File: config.mk
export PLATFORM = sky130hd
export DESIGN_NAME = rom_sequencer
export DESIGN_NICKNAME = d
export VERILOG_FILES = /design/src/rtl/rom_sequencer_pkg.sv /design/src/rtl/rom_table_lut.sv /design/src/rtl/rom_sequencer.sv
export SDC_FILE = /design/constraint.sdc
export NUM_CORES = 1
export LEC_CHECK = 0
export ABC_AREA = 1
export CAP_MARGIN = 25
export CORE_MARGIN = 5
export CORE_UTILIZATION = 44
export DETAILED_ROUTE_END_ITERATION = 6
export PLACE_DENSITY = 0.81
export SYNTH_ARGS = -nofsm -noshare
export SYNTH_HDL_FRONTEND = slang
export SYNTH_SLANG_ARGS = --single-unit
File: constraint.sdc
create_clock -name clk -period 2.33 [get_ports clk]
set_clock_uncertainty 0.2 [all_clocks]
set_input_delay 0.466 -clock clk [delete_from_list [all_inputs] [get_ports clk]]
set_output_delay 0.466 -clock clk [all_outputs]
set_load 0.02 [all_outputs]
File: src/rtl/rom_sequencer_pkg.sv
// rtl/rom_sequencer_pkg.sv - shared state encoding and default table contents
package rom_sequencer_pkg;

   typedef enum logic [1:0] {
      ST_IDLE = 2'd0,
      ST_RUN  = 2'd1,
      ST_DONE = 2'd2
   } state_t;

   // First eight entries are a fixed pattern; beyond that an entry equals its index.
   function automatic logic [31:0] rom_entry(input logic [31:0] idx);
      logic [31:0] v;
      case (idx)
         32'd0:   v = 32'h0;
         32'd1:   v = 32'hC;
         32'd2:   v = 32'h6;
         32'd3:   v = 32'h7;
         32'd4:   v = 32'h8;
         32'd5:   v = 32'h1;
         32'd6:   v = 32'hD;
         32'd7:   v = 32'hE;
         default: v = idx;
      endcase
      return v;
   endfunction

endpackage

File: src/rtl/rom_table_lut.sv
// rtl/rom_table_lut.sv - combinational table lookup, entry truncated or zero-extended to DATA_W
module rom_table_lut
   import rom_sequencer_pkg::*;
#(
   parameter int DATA_W = 4,
   parameter int ADDR_W = 3
) (
   input  logic [ADDR_W-1:0] addr,
   output logic [DATA_W-1:0] data
);

   assign data = DATA_W'(rom_entry(32'(addr)));

endmodule

File: src/rtl/rom_sequencer.sv
// rtl/rom_sequencer.sv - plays a captured address range of the table over a valid/ready stream
module rom_sequencer
   import rom_sequencer_pkg::*;
#(
   parameter int DATA_W = 4,
   parameter int ADDR_W = 3
) (
   input  logic              clk,
   input  logic              rst_n,
   input  logic              start,
   input  logic              stop,
   input  logic              loop_en,
   input  logic [ADDR_W-1:0] start_addr,
   input  logic [ADDR_W-1:0] end_addr,
   output logic              out_valid,
   input  logic              out_ready,
   output logic [DATA_W-1:0] out_data,
   output logic [ADDR_W-1:0] out_addr,
   output logic              out_last,
   output logic              busy,
   output logic              done
);

   state_t            state, state_nxt;
   logic [ADDR_W-1:0] start_q, start_nxt;
   logic [ADDR_W-1:0] end_q, end_nxt;
   logic [ADDR_W-1:0] addr_q, addr_nxt;
   logic [ADDR_W-1:0] addr_inc;
   logic              valid_nxt, last_nxt, load;
   logic [DATA_W-1:0] lut_data;

   assign addr_inc = addr_q + 1'b1;

   // The lookup sits on the next address so the entry is registered on the same edge.
   rom_table_lut #(
      .DATA_W(DATA_W),
      .ADDR_W(ADDR_W)
   ) u_lut (
      .addr(addr_nxt),
      .data(lut_data)
   );

   always_comb begin
      state_nxt = state;
      start_nxt = start_q;
      end_nxt   = end_q;
      addr_nxt  = addr_q;
      valid_nxt = out_valid;
      last_nxt  = out_last;
      load      = 1'b0;
      case (state)
         ST_IDLE: begin
            if (start) begin
               start_nxt = start_addr;
               end_nxt   = end_addr;
               addr_nxt  = start_addr;
               last_nxt  = (start_addr == end_addr);
               valid_nxt = 1'b1;
               load      = 1'b1;
               state_nxt = ST_RUN;
            end
         end
         ST_RUN: begin
            // Abort wins over a coincident handshake; that entry is simply consumed.
            if (stop) begin
               valid_nxt = 1'b0;
               state_nxt = ST_IDLE;
            end else if (out_valid && out_ready) begin
               if (!out_last) begin
                  addr_nxt = addr_inc;
                  last_nxt = (addr_inc == end_q);
                  load     = 1'b1;
               end else if (loop_en) begin
                  addr_nxt = start_q;
                  last_nxt = (start_q == end_q);
                  load     = 1'b1;
               end else begin
                  valid_nxt = 1'b0;
                  state_nxt = ST_DONE;
               end
            end
         end
         ST_DONE: begin
            state_nxt = ST_IDLE;
         end
         default: begin
            state_nxt = ST_IDLE;
            valid_nxt = 1'b0;
         end
      endcase
   end

   always_ff @(posedge clk or negedge rst_n) begin
      if (!rst_n) begin
         state     <= ST_IDLE;
         start_q   <= '0;
         end_q     <= '0;
         addr_q    <= '0;
         out_valid <= 1'b0;
         out_last  <= 1'b0;
         out_data  <= '0;
      end else begin
         state     <= state_nxt;
         start_q   <= start_nxt;
         end_q     <= end_nxt;
         addr_q    <= addr_nxt;
         out_valid <= valid_nxt;
         out_last  <= last_nxt;
         if (load) begin
            out_data <= lut_data;
         end
      end
   end

   assign out_addr = addr_q;
   assign busy     = (state != ST_IDLE);
   assign done     = (state == ST_DONE);

endmodule

==> out/results.ini <==
[sta]
timing.final.crit_share_pct = 95.6
max_freq_mhz = 449
hold_viol_final = 0
slew-limit-headroom_pct = 80.5
layout_min_cycle_time_ns = 2.23
setup_violations = 0
worst_slew_pin_slew_ns = 0.292
rsz0062_at_grt = false
slew_viol_final = 0

[clocking]
cts_sinks = 17
hold_buffers = 0
clockBufferDepth = 2
root_buffer = clkbuf_4
cts.clk_slew.worst_paths_ns = 0.10
cts_made_buffers = 3
cts_tree = yes
cts_max_level = 1
insertion_delay_ns = 0.30

[yosys]
synth_area_per_cell_um2 = 7.17
syn-num-nets = 171
ys_types = 24
synth_seq_cells = 17
ys_seq_area_share_pct = 38.5
yosysWarnings = 0
synth_cells = 154
syn-cell-area_um2 = 1100

[run]
drv_cap = 0

[power_and_ir_drop]
p_int_w = 0.000995
p_sw_w = 0.000866
clkPwrFrac_pct = 8.8
max-vdd-ir-drop_v = 0.000791
p_leak_nw = 0.778
power_frac_seq_pct = 31.7
powerDensity_nw_per_um2 = 1280
combPwrFrac_pct = 59.6
switching_share_pct = 46.5

[hold_path]
hold_class = input port to async pin

[finish]
multiInputGateArea_um2 = 581
stdcell_count = 218
drive_gt1_share_pct = 17.0
fillers = 222
stdcell_area_um2 = 1460
seq_area_um2 = 427
synthToLayoutAreaGrowth_pct = 31.9
fin_nets = 206
n_antenna_cell = 0

[route]
drt_pass1_iterations = 4
wirelength_mm = 2.56
drtAntennaViolNets = 0
routed_via_density = 4.94
drt_iter0_drc = 49
wire_per_inst_um = 11.7
route.detailed.drc = 0
vias = 1078

[critical_path]
cp-end-kind = primary output
path_cells = inv_2, nor2_1, clkdlybuf4s50_1
crit_required_ns = 1.66
rr_worst_depth = 12
critPathBufInv = 2
r2r-end = out_data[0]
cp_top_family = buffers and inverters
rr_startpoint = out_addr[0]
arrival_ns = 1.56
r2r_setup_slack_ns = 0.23
worstSetupStartpointType = flip-flop
cp_max_fo = 4
critPathKind = flip-flop to primary output
critPathSlowestCell = clkdlybuf4s50_1
slowest_delay_ns = 0.62

[die]
dieArea_um2 = 3610
num_rows = 18
io_pins = 23
core_area_um2 = 2430
start_util_pct = 45.4
die_w_um = 60.1
die_y_um = 60.1

[global_routing]
grt_pass1_wl_mm = 4.46
antenna_found_initial = 0
grt_overflow = 0
globalRouteTotalUtil_pct = 16.6
grt_max_degree = 18
grt_pass1_vias = 1053

[placement]
gp_routability_congestion = 0.866
placed_cells = 214
portBuffers = 22
postPlaceCellArea_um2 = 1430
dp.final_hpwl_mm = 2.11

[run_status]
status = finished clean

sequential cells by signal, indices dropped and copies added, names as in the netlist, named ones only:
name and count:
out_last 1, out_data 4, out_valid 1, state 2, end_q 3, start_q 3
out_addr 2
power groups by stage:
stage / clock network [W] / registers (W) / logic (W)
floorplan: 0 / 0.000634 / 0.000641
global route: 0.000183 / 0.000610 / 0.00125
finish: 0.000163 / 0.000590 / 0.00111
CTS: 0.000170 / 0.000584 / 0.00112
detailed placement: 0 / 0.000591 / 0.00111
global placement: 0 / 0.000584 / 0.00109
layer usage:
layer  part of all wire (%)  wire length (µm)  track usage (%)
met1                     42              1070             19.5
met5                      0                 0                0
met4                    2.5                65             10.1
met2                     50              1290             28.2
met3                    5.4               137             2.38
cell families (layout without fill, tap and decap cells):
group                      Yosys count  count (layout)  share of synthesized area [%]
and+or+nand+nor                     87              87                           35.6
buffers and inverters               26              60                           8.95
DFF                                 17              17                           38.5
AOI/OAI and AO/OA                   12              12                           5.78
xor gates and xnor gates             7               7                           5.55
adders and majority gates            5               5                           5.66
metrics by stage:
| step | setup WS, ns | hold slack (ns) | util, % | power [W] | TNS (ns) |
|---|---|---|---|---|---|
| 6_report | 0.101 | 0.273 | 59.9 | 0.00186 | 0 |
| 5_1_grt | 0.0491 | 0.297 | 59.9 | 0.00205 | 0 |
| 4_1_cts | 0.0360 | 0.270 | 59.9 | 0.00188 | 0 |
| 3_5_place_dp | -0.0850 | 0.276 | 58.7 | 0.00170 | -0.223 |
| 3_3_place_gp | -0.0246 | 0.263 | 58.7 | 0.00167 | -0.0505 |
| 2_1_floorplan | 0.328 | -0.0296 | - | 0.00127 | 0 |
worst reg2reg max path, stage by stage (launching register included):
cell     delay [ns]
dfrtp_1        0.47
ha_1           0.32
inv_1          0.09
o21a_1         0.12
nand2_1        0.04
nand3_1        0.10
nand2_2        0.07
buf_4          0.13
ha_1           0.18
inv_1          0.07
nand3_1        0.07
nand3_1        0.08
nand2_1        0.05
Yosys cell counts:
cell type / count / share of area, %
a21oi_1: 2 / 0.91
or2_2: 1 / 0.57
nor3_1: 2 / 0.91
o21a_1: 1 / 0.68
o21ai_1: 2 / 0.91
nor2_1: 6 / 2.0
buf_2: 1 / 0.45
xor2_1: 4 / 3.2
o21ai_0: 6 / 2.7
nor2_4: 1 / 1.0
inv_2: 8 / 2.7
nand3_1: 15 / 6.8
nand3b_1: 1 / 0.68
dfrtp_1: 17 / 39
xnor2_1: 3 / 2.4
a31oi_1: 1 / 0.57
nand3_2: 1 / 0.91
nand2_2: 2 / 1.1
clkbuf_1: 1 / 0.34
nor2_2: 2 / 1.1
inv_1: 16 / 5.4
nand2_4: 2 / 2.0
ha_1: 5 / 5.7
nand2_1: 54 / 18
worst max-delay path by stage:
| stage | start | end | cells past startpoint |
|---|---|---|---|
| 2_1_floorplan | out_addr[0] | out_data[3] | 11 |
| 6_report | state[1] | done | 3 |
| 5_1_grt | state[1] | done | 3 |
| 4_1_cts | state[1] | done | 3 |
| 3_3_place_gp | stop | out_data[3] | 11 |
| 3_5_place_dp | stop | out_data[0] | 12 |
cells in the final DEF (no fill, tap or decap), types with 2 or more instances in the layout:
cell	instances
nand2_1	54
clkdlybuf4s50_1	22
inv_1	16
dfrtp_1	16
nand3_1	15
buf_4	10
inv_2	8
nor2_1	6
o21ai_0	6
ha_1	5
xor2_1	4
xnor2_1	3
clkbuf_4	3
nor2_2	2
nand2_4	2
nand2_2	2
nor3_1	2
o21ai_1	2
a21oi_1	2
cell type report:
type,count,share of cell area (%)
clock buffer,3,1.55
clock inverter,1,0.343
inverter,24,6.18
multi-input combinational,111,39.8
sequential,17,29.3
tap,30,2.58
timing repair buffer,32,20.3
what timing repair did:
item | 4_1_cts | 5_1_grt
resized for setup | 0 | 1
endpoints found under the setup margin | 0 | 1
buffers inserted | 0 | 0
No activity file was read; power rests on OpenSTA's default activity.
